## src/rtl/wb_port_arbiter_pkg.sv

```systemverilog
// rtl/wb_port_arbiter_pkg.sv - shared types for the register-file write-port arbiter
package wb_port_arbiter_pkg;

   localparam int LU_ADDR_WIDTH = 5;
   localparam int LU_DATA_WIDTH = 32;

   typedef enum logic [1:0] {
      GRANT_NONE,
      GRANT_PIPE,
      GRANT_LU
   } wb_grant_e;

   typedef struct packed {
      logic [LU_ADDR_WIDTH-1:0] rd;
      logic [LU_DATA_WIDTH-1:0] data;
   } lu_wb_entry_t;

endpackage

```

## src/rtl/wb_port_arbiter_if.sv

```systemverilog
// rtl/wb_port_arbiter_if.sv - WB, LU and register-file write signals of the arbiter
interface wb_port_arbiter_if #(
   parameter int DATA_WIDTH = 32,
   parameter int ADDR_WIDTH = 5,
   parameter int BUF_DEPTH  = 2
);
   localparam int CNT_W = $clog2(BUF_DEPTH + 1);

   logic                  pipe_we_i;
   logic [ADDR_WIDTH-1:0] pipe_rd_i;
   logic [DATA_WIDTH-1:0] pipe_data_i;
   logic                  lu_valid_i;
   logic [ADDR_WIDTH-1:0] lu_rd_i;
   logic [DATA_WIDTH-1:0] lu_data_i;
   logic                  lu_ready_o;
   logic                  stall_o;
   logic                  rf_we_o;
   logic [ADDR_WIDTH-1:0] rf_waddr_o;
   logic [DATA_WIDTH-1:0] rf_wdata_o;
   logic [CNT_W-1:0]      buf_count_o;

   modport slave (
      input  pipe_we_i, pipe_rd_i, pipe_data_i, lu_valid_i, lu_rd_i, lu_data_i,
      output lu_ready_o, stall_o, rf_we_o, rf_waddr_o, rf_wdata_o, buf_count_o
   );

   modport master (
      output pipe_we_i, pipe_rd_i, pipe_data_i, lu_valid_i, lu_rd_i, lu_data_i,
      input  lu_ready_o, stall_o, rf_we_o, rf_waddr_o, rf_wdata_o, buf_count_o
   );
endinterface

```

## src/rtl/wb_port_arbiter_lu_fifo.sv

```systemverilog
// rtl/wb_port_arbiter_lu_fifo.sv - synchronous FIFO holding pending LU results
module wb_lu_fifo #(
   parameter int WIDTH = 37,
   parameter int DEPTH = 2,
   localparam int PW = $clog2(DEPTH),
   localparam int CW = $clog2(DEPTH + 1)
) (
   input  logic             clk,
   input  logic             rst_n,
   input  logic             push,
   input  logic             pop,
   input  logic [WIDTH-1:0] wdata,
   output logic [WIDTH-1:0] rdata,
   output logic             full,
   output logic             empty,
   output logic [CW-1:0]    count
);
   logic [WIDTH-1:0] mem [DEPTH];
   logic [PW-1:0]    wr_ptr;
   logic [PW-1:0]    rd_ptr;
   logic             do_push;
   logic             do_pop;

   assign full    = (count == CW'(DEPTH));
   assign empty   = (count == '0);
   assign do_push = push && !full;
   assign do_pop  = pop && !empty;
   assign rdata   = mem[rd_ptr];

   // DEPTH is a power of two, so the pointers wrap by plain overflow.
   always_ff @(posedge clk or negedge rst_n) begin
      if (!rst_n) begin
         wr_ptr <= '0;
         rd_ptr <= '0;
         count  <= '0;
      end else begin
         if (do_push) wr_ptr <= wr_ptr + PW'(1);
         if (do_pop)  rd_ptr <= rd_ptr + PW'(1);
         if (do_push && !do_pop)      count <= count + CW'(1);
         else if (do_pop && !do_push) count <= count - CW'(1);
      end
   end

   always_ff @(posedge clk) begin
      if (do_push) mem[wr_ptr] <= wdata;
   end

endmodule

```

## src/rtl/wb_port_arbiter.sv

```systemverilog
// rtl/wb_port_arbiter.sv - shares the register-file write port between WB and LU results
module wb_port_arbiter
   import wb_port_arbiter_pkg::*;
#(
   parameter int DATA_WIDTH   = 32,
   parameter int ADDR_WIDTH   = 5,
   parameter int BUF_DEPTH    = 2,
   parameter int STARVE_LIMIT = 4
) (
   input logic              clk,
   input logic              rst_n,
   wb_port_arbiter_if.slave bus
);
   localparam int EW = ADDR_WIDTH + DATA_WIDTH;
   localparam int CW = $clog2(BUF_DEPTH + 1);
   localparam int SW = $clog2(STARVE_LIMIT + 1);

   wb_grant_e             grant;
   logic                  force_lu;
   logic                  pipe_req;
   logic                  fifo_full;
   logic                  fifo_empty;
   logic                  fifo_push;
   logic                  fifo_pop;
   logic [EW-1:0]         head;
   logic [ADDR_WIDTH-1:0] head_rd;
   logic [DATA_WIDTH-1:0] head_data;
   logic [CW-1:0]         count;
   logic [SW-1:0]         starve_cnt;
   logic                  lu_ready;
   logic                  rf_we;
   logic [ADDR_WIDTH-1:0] rf_waddr;
   logic [DATA_WIDTH-1:0] rf_wdata;

   assign pipe_req  = bus.pipe_we_i && (bus.pipe_rd_i != '0);
   assign lu_ready  = rst_n && !fifo_full;
   assign fifo_push = bus.lu_valid_i && lu_ready;
   assign fifo_pop  = rst_n && (grant == GRANT_LU);
   assign {head_rd, head_data} = head;

   wb_lu_fifo #(.WIDTH(EW), .DEPTH(BUF_DEPTH)) u_fifo (
      .clk   (clk),
      .rst_n (rst_n),
      .push  (fifo_push),
      .pop   (fifo_pop),
      .wdata ({bus.lu_rd_i, bus.lu_data_i}),
      .rdata (head),
      .full  (fifo_full),
      .empty (fifo_empty),
      .count (count)
   );

   always_comb begin
      grant    = GRANT_NONE;
      force_lu = 1'b0;
      if (fifo_empty) begin
         if (pipe_req) grant = GRANT_PIPE;
      end else if (!pipe_req) begin
         grant = GRANT_LU;
      end else if (starve_cnt == SW'(STARVE_LIMIT)) begin
         grant    = GRANT_LU;
         force_lu = 1'b1;
      end else begin
         grant = GRANT_PIPE;
      end
   end

   // Outputs stay quiet while reset is held, even if WB keeps requesting.
   always_comb begin
      rf_we    = 1'b0;
      rf_waddr = '0;
      rf_wdata = '0;
      if (rst_n) begin
         case (grant)
            GRANT_PIPE: begin
               rf_we    = 1'b1;
               rf_waddr = bus.pipe_rd_i;
               rf_wdata = bus.pipe_data_i;
            end
            GRANT_LU: begin
               rf_we    = (head_rd != '0);
               rf_waddr = head_rd;
               rf_wdata = head_data;
            end
            default: ;
         endcase
      end
   end

   always_ff @(posedge clk or negedge rst_n) begin
      if (!rst_n) begin
         starve_cnt <= '0;
      end else if (grant == GRANT_LU || fifo_empty) begin
         starve_cnt <= '0;
      end else if (starve_cnt != SW'(STARVE_LIMIT)) begin
         starve_cnt <= starve_cnt + SW'(1);
      end
   end

   assign bus.lu_ready_o  = lu_ready;
   assign bus.stall_o     = rst_n && force_lu;
   assign bus.rf_we_o     = rf_we;
   assign bus.rf_waddr_o  = rf_waddr;
   assign bus.rf_wdata_o  = rf_wdata;
   assign bus.buf_count_o = count;

endmodule
```

## src/flat_wrapper.sv

```systemverilog
// flat-port wrapper written by rule: the top's interface ports become plain ports
module wb_port_arbiter_flat import wb_port_arbiter_pkg::*;
#(
   parameter int DATA_WIDTH   = 32,
   parameter int ADDR_WIDTH   = 5,
   parameter int BUF_DEPTH    = 2,
   parameter int STARVE_LIMIT = 4
)
  (clk, rst_n, bus_pipe_we_i, bus_pipe_rd_i, bus_pipe_data_i, bus_lu_valid_i, bus_lu_rd_i, bus_lu_data_i, bus_lu_ready_o, bus_stall_o, bus_rf_we_o, bus_rf_waddr_o, bus_rf_wdata_o, bus_buf_count_o);
  wb_port_arbiter_if #(.DATA_WIDTH(DATA_WIDTH), .ADDR_WIDTH(ADDR_WIDTH), .BUF_DEPTH(BUF_DEPTH)) bus_i ();
  input logic clk;
  input logic rst_n;
  input wire logic [$bits(bus_i.pipe_we_i)-1:0] bus_pipe_we_i;
  input wire logic [$bits(bus_i.pipe_rd_i)-1:0] bus_pipe_rd_i;
  input wire logic [$bits(bus_i.pipe_data_i)-1:0] bus_pipe_data_i;
  input wire logic [$bits(bus_i.lu_valid_i)-1:0] bus_lu_valid_i;
  input wire logic [$bits(bus_i.lu_rd_i)-1:0] bus_lu_rd_i;
  input wire logic [$bits(bus_i.lu_data_i)-1:0] bus_lu_data_i;
  output wire logic [$bits(bus_i.lu_ready_o)-1:0] bus_lu_ready_o;
  output wire logic [$bits(bus_i.stall_o)-1:0] bus_stall_o;
  output wire logic [$bits(bus_i.rf_we_o)-1:0] bus_rf_we_o;
  output wire logic [$bits(bus_i.rf_waddr_o)-1:0] bus_rf_waddr_o;
  output wire logic [$bits(bus_i.rf_wdata_o)-1:0] bus_rf_wdata_o;
  output wire logic [$bits(bus_i.buf_count_o)-1:0] bus_buf_count_o;
  assign bus_i.pipe_we_i = bus_pipe_we_i;
  assign bus_i.pipe_rd_i = bus_pipe_rd_i;
  assign bus_i.pipe_data_i = bus_pipe_data_i;
  assign bus_i.lu_valid_i = bus_lu_valid_i;
  assign bus_i.lu_rd_i = bus_lu_rd_i;
  assign bus_i.lu_data_i = bus_lu_data_i;
  assign bus_lu_ready_o = bus_i.lu_ready_o;
  assign bus_stall_o = bus_i.stall_o;
  assign bus_rf_we_o = bus_i.rf_we_o;
  assign bus_rf_waddr_o = bus_i.rf_waddr_o;
  assign bus_rf_wdata_o = bus_i.rf_wdata_o;
  assign bus_buf_count_o = bus_i.buf_count_o;
  wb_port_arbiter #(.DATA_WIDTH(DATA_WIDTH), .ADDR_WIDTH(ADDR_WIDTH), .BUF_DEPTH(BUF_DEPTH), .STARVE_LIMIT(STARVE_LIMIT)) u_core (.clk(clk), .rst_n(rst_n), .bus(bus_i));
endmodule
```

## config.mk

```make
export PLATFORM = sky130hd
export DESIGN_NAME = wb_port_arbiter_flat
export DESIGN_NICKNAME = d
export VERILOG_FILES = /design/src/rtl/wb_port_arbiter_pkg.sv /design/src/rtl/wb_port_arbiter_if.sv /design/src/rtl/wb_port_arbiter_lu_fifo.sv /design/src/rtl/wb_port_arbiter.sv /design/src/flat_wrapper.sv
export SDC_FILE = /design/constraint.sdc
export NUM_CORES = 1
export LEC_CHECK = 0
export CORE_ASPECT_RATIO = 1.25
export CORE_MARGIN = 2
export CORE_UTILIZATION = 40
export CTS_CLUSTER_SIZE = 25
export DETAILED_ROUTE_END_ITERATION = 12
export HOLD_SLACK_MARGIN = 0.05
export PLACE_DENSITY = 0.71
export SYNTH_ARGS = -nofsm -noshare
export SYNTH_HDL_FRONTEND = slang
export SYNTH_SLANG_ARGS = --single-unit
```

## constraint.sdc

```tcl
create_clock -name clk -period 3 [get_ports clk]
set_input_delay 0.3 -clock clk [delete_from_list [all_inputs] [get_ports clk]]
set_output_delay 0.3 -clock clk [all_outputs]
set_load 0.03 [all_outputs]
```

# After elaboration in Yosys (flattened, before gate mapping)
# Memory sizes are Yosys's and may differ from the RTL's.
# Index checks and enable logic that the tools add are counted.
[op_classes] add_sub_neg=5 reduce_logical=19 n_eq_ne=5 mux=19
[ops] op="32-bit case mux with 2 select lines" count=1
[ops] op="32-bit two-way mux" count=1
[ops] op="2-bit two-way mux" count=5
[ops] op="5-bit case mux with 2 select lines" count=1
[ops] op="5-bit nonzero test" count=2
[ops] op="1-bit logical AND" count=9
[ops] op="1-bit two-way mux" count=7
[ops] op="3-bit two-way mux" count=2
[ops] op="5-bit two-way mux" count=1
[ops] op="2-bit == test (second input constant)" count=2
[ops] op="1-bit logical NOT" count=4
[ops] op="2-bit nonzero test" count=2
[ops] op="3-bit by 1-bit adder with 3-bit output (second input constant)" count=1
[ops] op="3-bit == test (second input constant)" count=1
[ops] op="3-bit != test (second input constant)" count=1
[ops] op="1-bit adder (second input constant)" count=2
[ops] op="2-bit by 1-bit adder with 2-bit output (second input constant)" count=1
[ops] op="2-bit by 1-bit == test with 1-bit output (second input constant)" count=1
[ops] op="2-bit logical NOT" count=1
[ops] op="1-bit case mux with 2 select lines" count=1
[ops] op="2-bit by 1-bit subtractor with 2-bit output (second input constant)" count=1
[ops] op="1-bit logical OR" count=1
[word_totals] mem_count=1 ramBits=74 ff_bits=7 wordCells=53 out_inout_bits=42 input_bits=78
[memory_table] name="u_core.u_fifo.mem" depth=2 word_bits=37 rd=1 rd_ports_with_merged_regs=0 wr=1 line_no="wb_port_arbiter_lu_fifo.sv:18" source="logic [WIDTH-1:0] mem [DEPTH];"

# Depth between registers and ports, before layout
# Gate-level depths: netlist (run 1).
[logic_depth] ltp_word=10 depth_mapped=10 depth_no_buf=9

# Hierarchy
# A second synthesis (run 1) with hierarchy kept.
[hier_totals] cells_unflattened=258 hier_area_um2=3749.8
[by_module_without_submodules] mod="wb_lu_fifo" cells_per_inst=134 instances=1 area_per_inst_um2=2949.1 seq_area_each_um2=2322.2
[by_module_without_submodules] mod="wb_port_arbiter" cells_per_inst=124 instances=1 area_per_inst_um2=800.8 seq_area_each_um2=75.1

# Worst setup path before layout (run 1)
# No wires, ideal clock.
[synth_path] path_kind="register -> register" start="register u_core.u_fifo.count[0]" end="memory u_core.u_fifo.mem[0][0], enable pin" required_time_ns=2.569 synth_period_minus_slack_ns=3.773 setup_slack_ns=-0.773 path_stages_with_launch=5 setup_ns=0.431 path_buffers=0 t_arrival_ns=3.342 path_cell_list="dfrtp_1 > inv_1 > a21boi_0 > nand2_1 > nor2_1"
[synth_between] elab_chain_cells=7
[synth_rtl] item="start, declared" line_no="wb_port_arbiter_lu_fifo.sv:16" source="output logic [CW-1:0] count"
[synth_rtl] item="start signal, assigned" line_no="wb_port_arbiter_lu_fifo.sv:39" source="if (do_push && !do_pop) count <= count + CW'(1);"
[synth_rtl] item="start signal, assigned" line_no="wb_port_arbiter_lu_fifo.sv:40" source="else if (do_pop && !do_push) count <= count - CW'(1);"
[synth_rtl] item="2-bit == test" line_no="wb_port_arbiter_lu_fifo.sv:24" source="assign full = (count == CW'(DEPTH));"
[synth_rtl] item="1-bit logical NOT" line_no="wb_port_arbiter.sv:36" source="assign lu_ready = rst_n && !fifo_full;"
[synth_rtl] item="1-bit logical AND" line_no="wb_port_arbiter.sv:36"
[synth_rtl] item="net bus_lu_ready_o" line_no="flat_wrapper.sv:19" source="output wire logic [$bits(bus_i.lu_ready_o)-1:0] bus_lu_ready_o;"
[synth_rtl] item="1-bit logical AND" line_no="wb_port_arbiter.sv:37" source="assign fifo_push = bus.lu_valid_i && lu_ready;"
[synth_rtl] item="1-bit logical AND" line_no="wb_port_arbiter_lu_fifo.sv:26" source="assign do_push = push && !full;"
[synth_rtl] item="1-bit two-way mux" line_no="wb_port_arbiter_lu_fifo.sv:45" source="if (do_push) mem[wr_ptr] <= wdata;"
[synth_rtl] item="1-bit two-way mux (implied by the code)" line_no="wb_port_arbiter_lu_fifo.sv:45"
[synth_rtl] item="end, declared" line_no="wb_port_arbiter_lu_fifo.sv:18"
# The timed path passes the listed nets, and every way through them passes these cells.

# Worst setup path in the final report (run 1)
[layout_path] start="register u_core.starve_cnt[0]" end="output bus_rf_we_o"
[layout_between] elab_chain_cells=7 word_cells_on_any_way=8 classes_between="eq/ne: 3; mux: 5"
[layout_rtl] item="start, declared" line_no="wb_port_arbiter.sv:29" source="logic [SW-1:0] starve_cnt;"
[layout_rtl] item="start signal, assigned" line_no="wb_port_arbiter.sv:96" source="starve_cnt <= starve_cnt + SW'(1);"
[layout_rtl] item="3-bit == test (*)" line_no="wb_port_arbiter.sv:60" source="end else if (starve_cnt == SW'(STARVE_LIMIT)) begin"
[layout_rtl] item="2-bit two-way mux (*)" line_no="wb_port_arbiter.sv:60"
[layout_rtl] item="2-bit two-way mux (*)" line_no="wb_port_arbiter.sv:58" source="end else if (!pipe_req) begin"
[layout_rtl] item="2-bit two-way mux (*)" line_no="wb_port_arbiter.sv:56" source="if (fifo_empty) begin"
[layout_rtl] item="2-bit == test or 2-bit by 1-bit == test with 1-bit output (tied branches)" line_no="wb_port_arbiter.sv:74" source="case (grant)"
[layout_rtl] item="1-bit case mux with 2 select lines (*)" line_no="wb_port_arbiter.sv:74"
[layout_rtl] item="1-bit two-way mux (*)" line_no="wb_port_arbiter.sv:73" source="if (rst_n) begin"
[layout_rtl] item="end, declared" line_no="flat_wrapper.sv:21" source="output wire logic [$bits(bus_i.rf_we_o)-1:0] bus_rf_we_o;"
# Every way passes the cells marked *; elsewhere a longest branch is shown, timed or not.

==> results of run 1 <==
-- registers in the layout (all words and copies together) (netlist names) --
register	cells
u_core.u_fifo.mem	74
u_core.starve_cnt	3
u_core.u_fifo.count	2
u_core.u_fifo.rd_ptr	1
u_core.u_fifo.wr_ptr	1
-- kinds of logic after synthesis --
| group | Yosys count | share of synthesized area |
|---|---|---|
| multiplexers | 37 | 0.110 |
| AO/OA/AOI/OAI | 44 | 0.109 |
| buffers and inverters | 24 | 0.0488 |
| XOR/XNOR | 6 | 0.0138 |
| flip-flops | 81 | 0.632 |
| AND/OR/NAND/NOR | 55 | 0.0768 |
| adder cells (fa/ha/maj) | 3 | 0.00989 |
-- area by class of cell --
cell class | count | share of cell area
flip-flops and latches | 81 | 0.456
clock inverters | 4 | 0.00879
clock buffers | 10 | 0.0435
multi-input cells | 145 | 0.232
repair buffers | 132 | 0.227
inverters | 5 | 0.00356
well taps | 123 | 0.0292
-- critical path, cell delays in order (launching register included) --
cell and delay (ns):
dfrtp_1 0.37, inv_1 0.05, ha_1 0.22, and2_1 0.20
a211o_1 0.32, a41oi_1 0.22, clkdlybuf4s50_1 0.72
-- report_power, final --
group / total, mW / internal, mW / switching [mW]
clock: 1.02 / 0.630 / 0.390
sequential: 1.52 / 1.42 / 0.105
combinational: 1.51 / 0.669 / 0.837
-- cell usage in the layout (no fill, tap or decap), types with 2 or more instances in the layout --
master	count
a32oi_1	36
and3_2	2
buf_4	50
clkbuf_16	9
clkdlybuf4s50_1	82
dfrtp_1	6
edfxtp_1	74
ha_1	3
inv_1	5
mux2_2	37
nand2_1	3
nor2_1	19
nor2_2	21
nor4_1	2
xnor2_1	4
xor2_1	2
-- per-layer routing --
layer | track usage | vias to the layer above | wire length [um] | share of wire
met5 | 0 | - | 0 | 0
met4 | 0.0838 | 0 | 184 | 0.021
met3 | 0.0220 | 12 | 240 | 0.028
met2 | 0.333 | 78 | 5040 | 0.58
met1 | 0.182 | 1278 | 3210 | 0.37
li1 | - | 1234 | - | -
-- how the worst max path moves through the flow --
stage / from / to / slack, ns / cells after the start
3_3_place_gp: bus_pipe_rd_i[0] / bus_rf_we_o / 0.57 / 6
6_report: u_core.starve_cnt[0]$_DFFE_PN0P_ / bus_rf_we_o / 0.28 / 6
4_1_cts: u_core.starve_cnt[0]$_DFFE_PN0P_ / bus_rf_we_o / 0.30 / 6
5_1_grt: u_core.starve_cnt[0]$_DFFE_PN0P_ / bus_rf_we_o / 0.20 / 6
3_5_place_dp: bus_pipe_rd_i[0] / u_core.u_fifo.count[1]$_DFFE_PN0P_ / 0.52 / 9
2_1_floorplan: u_core.u_fifo.count[0]$_DFFE_PN0P_ / u_core.u_fifo.mem[1][0]$_DFFE_PP_ / 0.03 / 3
==> flow_metrics.py, run 1 <==
metrics = {
    "clock_tree": {
        "cts_root_buf": "clkbuf_16",
        "cts_tree": "yes",
        "ctsResizeCount": 0,
        "postCtsSetupBuffers": 0,
        "h-tree-depth": 3,
        "insertion_delay_ns": 0.32,
        "clk_pin_slew_ns": 0.05,
        "ctsHoldBuffers": 0,
        "ctsLongestPathBuffers": 2,
        "cts.sink_count": 81,
        "cts_inserted_buffers": 9,
    },
    "layout": {
        "finalNetCount": 455,
        "multi_input_area_mm2": 0.00122,
        "drive_gt1_frac": 0.345,
        "num_antenna_cells": 0,
        "postLayoutCoreUtil": 0.574,
        "layoutNonFillerInstCount": 500,
        "syn_to_final_growth_pct": 38.7,
        "design_area_mm2": 0.00527,
        "fillers": 802,
        "register_area_mm2": 0.00240,
    },
    "grt": {
        "grt_max_degree": 38,
        "overflow": 0,
        "antenna_found_initial": 0,
        "grt_usage": 0.172,
        "grt_pass1_vias": 2738,
        "grt_pass1_wl_mm": 13.6,
    },
    "critical_path": {
        "cp_max_fo": 4,
        "startpoint_type": "register",
        "cp.required_ns": 2.70,
        "worst-endpoint-arrival_ns": 2.42,
        "crit_type": "register to output port",
        "r2r-end": "u_core.u_fifo.count[1]$_DFFE_PN0P_",
        "rr_worst_depth": 7,
        "critPathCaptureType": "output port",
        "reg2reg_slack_ns": 0.78,
        "r2r-start": "u_core.u_fifo.count[0]$_DFFE_PN0P_",
    },
    "synthesis": {
        "synth_seq_area_share": 0.632,
        "ys_warn_count": 0,
        "syn_area_per_cell_um2": 15.2,
        "synth_cell_type_count": 33,
        "synth-edff-count": 74,
        "synth_area_leader_cell": "edfxtp_1",
        "yosys-top-cells-count": "74 x edfxtp_1, 37 x mux2_2, 36 x a32oi_1, 21 x nor2_2, 20 x nor2_1",
        "synth_top_area_frac": 0.585,
        "synth_nets": 331,
        "ys_ff_latch": 81,
        "synth.most_common_cell": "edfxtp_1",
        "synth_ff_type": "edfxtp_1",
        "synth_area_mm2": 0.00380,
        "synth_cells": 250,
        "synth_area_leaders": "edfxtp_1 59%, mux2_2 11%, a32oi_1 8.3%",
        "async_flop_share": 0.0864,
    },
    "timing": {
        "hold_viol_final": 0,
        "worstMarginPinSlew_ns": 0.541,
        "min_period_ns": 2.72,
        "tns_ns": 0,
        "max_freq_ghz": 0.367,
        "holdWs_ns": 0.443,
        "setup_slack_ns": 0.279,
        "clock-skew-final_ns": 0.00305,
        "slew_headroom": 0.639,
        "post-route-period-util": 0.907,
        "setup_viol": 0,
        "slew_viol_final": 0,
        "rsz0062_at_grt": "no",
    },
    "drt": {
        "drc": 0,
        "drtIter0Drc": 147,
        "vias_per_cell": 5.20,
        "wirelength_mm": 8.67,
        "dr.pass1.iters": 4,
        "drt-wirelength-per-cell_um": 17.3,
        "ant_nets": 0,
        "via_count": 2602,
    },
    "floorplan": {
        "dieArea_mm2": 0.0103,
        "ios": 120,
        "num_rows": 39,
        "chipHeight_um": 113,
        "core_region_area_mm2": 0.00917,
        "start_util": 0.414,
        "die_w_um": 91.1,
    },
    "placed_design": {
        "placed_cell_area_mm2": 0.00499,
        "pre_cts_ws_ns": 0.523,
        "finalWeightedCongestion": 0.718,
        "dp.cells": 486,
        "port_buffers": 119,
        "hpwl_mm": 6.25,
    },
    "power": {
        "total_power_mw": 4.05,
        "ir_worst_vdd_mv": 0.342,
        "power-per-cell-area_mw_per_mm2": 768,
        "leakage_nw": 1.87,
    },
    "run_status": {
        "status": "finished, final reports clean",
    },
    "min_path": {
        "hold_class": "input pin to asynchronous set/reset pin",
    },
    "run": {
        "drv_cap": 0,
    },
}
No activity file was read; power rests on OpenSTA's default activity.
==> run 2: changes to the inputs <==
Settings changed: CAP_MARGIN from default to 20.
Clock period 3 ns to 3.3 ns, I/O delays scaled along.
==> run 2 against run 1 <==
Largest power group unchanged. Non-clock buffer count unchanged. Wire length down 1.9%. Core utilization up 0.095 points. Clock skew about the same. Total power down 10%. Sequential share of layout area down 0.076 points. Critical endpoint unchanged. Global-route usage down 0.72 points. Register-to-register slack better by 0.34 ns.
==> flow_metrics.py, run 2 (same netlist as run 1, synthesis figures left out) <==
metrics = {
    "placed_design": {
        "finalWeightedCongestion": 0.760,
        "hpwl_mm": 6.06,
        "port_buffers": 119,
        "pre_cts_ws_ns": 0.713,
    },
    "timing": {
        "post-route-period-util": 0.832,
        "clock-skew-final_ns": 0.00298,
        "max_freq_ghz": 0.364,
        "tns_ns": 0,
        "rsz0062_at_grt": "no",
        "setup_slack_ns": 0.555,
        "min_period_ns": 2.74,
        "worstMarginPinSlew_ns": 0.514,
        "setup_viol": 0,
        "hold_viol_final": 0,
        "slew_viol_final": 0,
        "slew_headroom": 0.657,
    },
    "floorplan": {
        "dieArea_mm2": 0.0103,
        "core_region_area_mm2": 0.00917,
        "die_w_um": 91.1,
        "ios": 120,
        "num_rows": 39,
        "chipHeight_um": 113,
        "start_util": 0.414,
    },
    "layout": {
        "largest_reg_flops": 74,
        "final_common_cell": "clkdlybuf4s50_1",
        "regMostFlops": "u_core.u_fifo.mem",
        "syn_to_final_growth_pct": 38.9,
        "finalNetCount": 455,
        "final_cell_mix": "82 x clkdlybuf4s50_1, 74 x edfxtp_1, 49 x buf_4",
        "drive_gt1_frac": 0.348,
        "reg_top3": "u_core.u_fifo.mem x74, u_core.starve_cnt x3, u_core.u_fifo.count x2",
        "fillers": 802,
        "num_antenna_cells": 0,
    },
    "critical_path": {
        "critPathCaptureType": "output port",
        "worst-endpoint-arrival_ns": 2.41,
        "startpoint_type": "register",
        "crit_path_start": "u_core.starve_cnt[0]$_DFFE_PN0P_",
        "cp_max_fo": 4,
        "r2r-start": "u_core.starve_cnt[0]$_DFFE_PN0P_",
        "cp.required_ns": 2.97,
        "crit_type": "register to output port",
    },
    "grt": {
        "overflow": 0,
        "grt_pass1_vias": 2682,
        "antenna_found_initial": 0,
        "grt_pass1_wl_mm": 13.1,
        "grt_max_degree": 38,
        "grt_usage": 0.165,
    },
    "drt": {
        "dr.max_layer_used": "met4",
        "drc": 0,
        "via_count": 2560,
        "wirelength_mm": 8.51,
        "ant_nets": 0,
        "wl_met3_um": 250,
        "wl_met2_mm": 4.76,
        "drtIter0Drc": 111,
        "dr.pass1.iters": 4,
        "drt-met1-wl_mm": 3.30,
        "vias_per_cell": 5.10,
        "drt-wirelength-per-cell_um": 16.9,
    },
    "clock_tree": {
        "cts_tree": "yes",
        "clk_pin_slew_ns": 0.06,
        "ctsLongestPathBuffers": 2,
        "cts_root_buf": "clkbuf_16",
        "cts.sink_count": 81,
        "h-tree-depth": 3,
        "postCtsSetupBuffers": 0,
        "ctsHoldBuffers": 0,
        "cts_inserted_buffers": 9,
        "ctsResizeCount": 0,
        "insertion_delay_ns": 0.32,
    },
    "power": {
        "ir_worst_vdd_mv": 0.325,
        "power-per-cell-area_mw_per_mm2": 690,
        "leakage_nw": 1.86,
    },
    "min_path": {
        "hold_class": "input pin to asynchronous set/reset pin",
    },
    "run_status": {
        "status": "finished, final reports clean",
    },
    "run": {
        "drv_cap": 0,
    },
}
==> run 2: changes by cell type in the layout (fill, tap and decap cells not counted), sizes merged <==
cell / previous run / this run
clkinvlp: 1 / 4
bufinv: 1 / 0
clkbuf: 10 / 9
inv: 5 / 6
==> run 2: per-stage QoR <==
step	instances	instance area [um^2]	hold slack, ns	power (mW)	utilization
floorplan	250	3800	0.0344	2.35	-
global placement	486	5000	0.453	2.75	0.545
detailed placement	486	5000	0.470	2.79	0.545
CTS	502	5270	0.318	3.69	0.575
global route	502	5270	0.350	3.82	0.575
finish	502	5270	0.321	3.64	0.575
==> run 2: critical path, cell delays in order (launching register included) <==
cell,delay [ns]
dfrtp_1,0.37
inv_1,0.05
ha_1,0.22
and2_1,0.19
a211o_1,0.33
a41oi_1,0.22
clkdlybuf4s50_1,0.72
==> run 2: area by class of cell <==
class	count	area, um^2	area share
Clock inverter	7	46.3	0.00878
Clock buffer	9	225	0.0427
Tap cell	123	154	0.0292
Timing Repair Buffer	132	1210	0.229
Inverter	5	18.8	0.00356
Sequential cell	81	2400	0.455
Multi-Input combinational cell	145	1220	0.232
==> run 2: power breakdown <==
| part | internal [mW] | switching [mW] | total, mW |
|---|---|---|---|
| combinational | 0.613 | 0.739 | 1.35 |
| clock | 0.506 | 0.385 | 0.891 |
| sequential | 1.29 | 0.112 | 1.40 |
==> run 2: routing by layer <==
| metal | vias to the layer above | track usage |
|---|---|---|
| li1 | 1232 | - |
| met1 | 1251 | 0.186 |
| met2 | 65 | 0.306 |
| met3 | 12 | 0.0233 |
| met4 | 0 | 0.0758 |
| met5 | - | 0 |
==> run 2: final timing paths <==
kind                                                       to  slack (ns)  cells past startpoint
min                          u_core.starve_cnt[1]$_DFFE_PN0P_        0.32                      2
max in group asynchronous    u_core.u_fifo.rd_ptr$_DFFE_PN0P_        2.82                      2
min reg2reg                  u_core.starve_cnt[0]$_DFFE_PN0P_        0.47                      1
min in group clk             u_core.starve_cnt[0]$_DFFE_PN0P_        0.47                      1
max                                               bus_rf_we_o        0.56                      6
max reg2reg                u_core.u_fifo.count[1]$_DFFE_PN0P_        1.12                     10
==> run 3: changes to the inputs <==
Clock period 3.3 ns to 2.6 ns, I/O delays scaled along.
==> run 3 against run 2 <==
Final area is 1.3% higher. Hold slack gained 0.12 ns. Register-to-register slack worse by 0.73 ns. Largest power group is now combinational logic.
==> flow_metrics.py, run 3 (same netlist as run 1, synthesis figures left out) <==
metrics = {
    "grt": {
        "met2_usage": 0.321,
        "antenna_found_initial": 0,
        "grt_busiest_layer": "met2",
        "grt_max_degree": 29,
        "grt_pass1_wl_mm": 13.2,
        "grt_pass1_vias": 2710,
        "use_met3": 0.0273,
        "grt_usage": 0.169,
        "gr-usage-met1": 0.173,
        "overflow": 0,
    },
    "timing": {
        "post-route-period-util": 0.945,
        "slew_headroom": 0.748,
        "max_freq_ghz": 0.407,
        "rsz0062_at_grt": "no",
        "worstMarginPinSlew_ns": 0.375,
        "min_period_ns": 2.46,
        "setup_viol": 0,
        "tns_ns": 0,
        "clock-skew-final_ns": 0.00458,
        "slew_viol_final": 0,
        "setup_slack_ns": 0.142,
        "hold_viol_final": 0,
    },
    "power": {
        "ir_worst_vdd_mv": 0.561,
        "total_power_mw": 4.74,
        "leakage_nw": 1.91,
        "power-per-cell-area_mw_per_mm2": 888,
    },
    "drt": {
        "ant_nets": 0,
        "wirelength_mm": 8.63,
        "vias_per_cell": 5.11,
        "drt-wirelength-per-cell_um": 17.0,
        "drc": 0,
        "dr.pass1.iters": 4,
        "via_count": 2593,
        "drtIter0Drc": 133,
    },
    "critical_path": {
        "cp_num_buf_inv": 3,
        "cp_max_fo": 19,
        "worst-endpoint-arrival_ns": 2.20,
        "cp_slowest_cell": "dfrtp_1",
        "cp.required_ns": 2.34,
        "startpoint_type": "register",
        "critPathTopFamily": "compound AO/OA/AOI/OAI gates",
        "crit_type": "register to output port",
        "critPathCaptureType": "output port",
        "critPathMaxStageDelay_ns": 0.36,
        "cp_cell_sequence": "inv_1 > ha_1 > and2_1 > a211o_1 > buf_4 > a32oi_1 > nor2_2 > buf_4",
        "critical_path.most_common_cell": "buf_4",
    },
    "clock_tree": {
        "h-tree-depth": 3,
        "cts_inserted_buffers": 9,
        "insertion_delay_ns": 0.32,
        "cts_root_buf": "clkbuf_16",
        "ctsLongestPathBuffers": 2,
        "cts_tree": "yes",
        "cts.sink_count": 81,
        "ctsHoldBuffers": 0,
        "clk_pin_slew_ns": 0.06,
    },
    "layout": {
        "final_cell_mix": "81 x clkdlybuf4s50_1, 74 x edfxtp_1, 54 x buf_4",
        "num_antenna_cells": 0,
        "finalNetCount": 460,
        "final_common_cell": "clkdlybuf4s50_1",
        "fillers": 786,
        "drive_gt1_frac": 0.362,
        "reg_top3": "u_core.u_fifo.mem x74, u_core.starve_cnt x3, u_core.u_fifo.count x2",
        "largest_reg_flops": 74,
        "design_area_mm2": 0.00534,
        "regMostFlops": "u_core.u_fifo.mem",
        "layoutNonFillerInstCount": 507,
        "syn_to_final_growth_pct": 40.7,
    },
    "floorplan": {
        "dieArea_mm2": 0.0103,
        "core_region_area_mm2": 0.00917,
        "die_w_um": 91.1,
        "chipHeight_um": 113,
        "num_rows": 39,
        "start_util": 0.414,
        "ios": 120,
    },
    "placed_design": {
        "pre_cts_ws_ns": -0.0427,
        "placed_cell_area_mm2": 0.00503,
        "dp.cells": 490,
        "finalWeightedCongestion": 0.829,
        "hpwl_mm": 6.16,
        "port_buffers": 119,
    },
    "run": {
        "drv_cap": 0,
    },
    "min_path": {
        "hold_class": "input pin to asynchronous set/reset pin",
    },
    "run_status": {
        "status": "finished, final reports clean",
    },
}
-- run 3: what timing repair did --
| action | 4_1_cts | 5_1_grt |
|---|---|---|
| setup buffers | 1 | 0 |
| pin swaps | 1 | 0 |
| gates resized for setup | 1 | 2 |
| gates cloned | 0 | 0 |
| setup endpoints to repair | 23 | 2 |
-- run 3: layout make-up --
cell class,count,area (um^2),area share
flip-flops and latches,81,2400,0.449
repair buffers,137,1240,0.233
multi-input cells,145,1240,0.232
clock buffers,11,233,0.0436
well taps,123,154,0.0288
clock inverters,5,56.3,0.0105
inverters,5,18.8,0.00351
-- run 3: worst paths after layout --
kind / end / startpoint / slack [ns] / cells past startpoint
min in group clk: u_core.starve_cnt[0]$_DFFE_PN0P_ / u_core.starve_cnt[0]$_DFFE_PN0P_ / 0.47 / 1
hold / removal: u_core.u_fifo.rd_ptr$_DFFE_PN0P_ / rst_n / 0.44 / 2
max in group asynchronous: u_core.u_fifo.rd_ptr$_DFFE_PN0P_ / rst_n / 2.03 / 2
hold reg to reg: u_core.starve_cnt[0]$_DFFE_PN0P_ / u_core.starve_cnt[0]$_DFFE_PN0P_ / 0.47 / 1
setup reg to reg: u_core.u_fifo.count[1]$_DFFE_PN0P_ / u_core.starve_cnt[0]$_DFFE_PN0P_ / 0.39 / 9
setup / recovery: bus_rf_wdata_o[15] / u_core.starve_cnt[0]$_DFFE_PN0P_ / 0.14 / 8
-- run 3: worst register-to-register path: stages, from the launching register on --
cell	delay, ns
dfrtp_1	0.39
inv_1	0.06
ha_1	0.18
and2_1	0.21
a211o_1	0.20
buf_4	0.27
nand3_1	0.17
ha_1	0.33
nor2_1	0.15
xor2_1	0.17
-- run 3: layer usage --
metal  part of all wire  wire, um  vias up
met5                  0         0        -
met4              0.034       291        0
met1               0.37      3210     1239
li1                   -         -     1247
met2               0.55      4760       89
met3              0.042       366       18
-- run 3: stage by stage --
stage	hold slack, ns	utilization
finish	0.436	0.582
global route	0.461	0.582
CTS	0.420	0.581
detailed placement	0.467	0.549
global placement	0.452	0.549
floorplan	-0.0356	-
-- run 3: where the power goes --
group / internal (mW) / total, mW / switching (mW)
clock: 0.742 / 1.21 / 0.469
sequential: 1.63 / 1.71 / 0.0773
combinational: 0.816 / 1.82 / 1.01
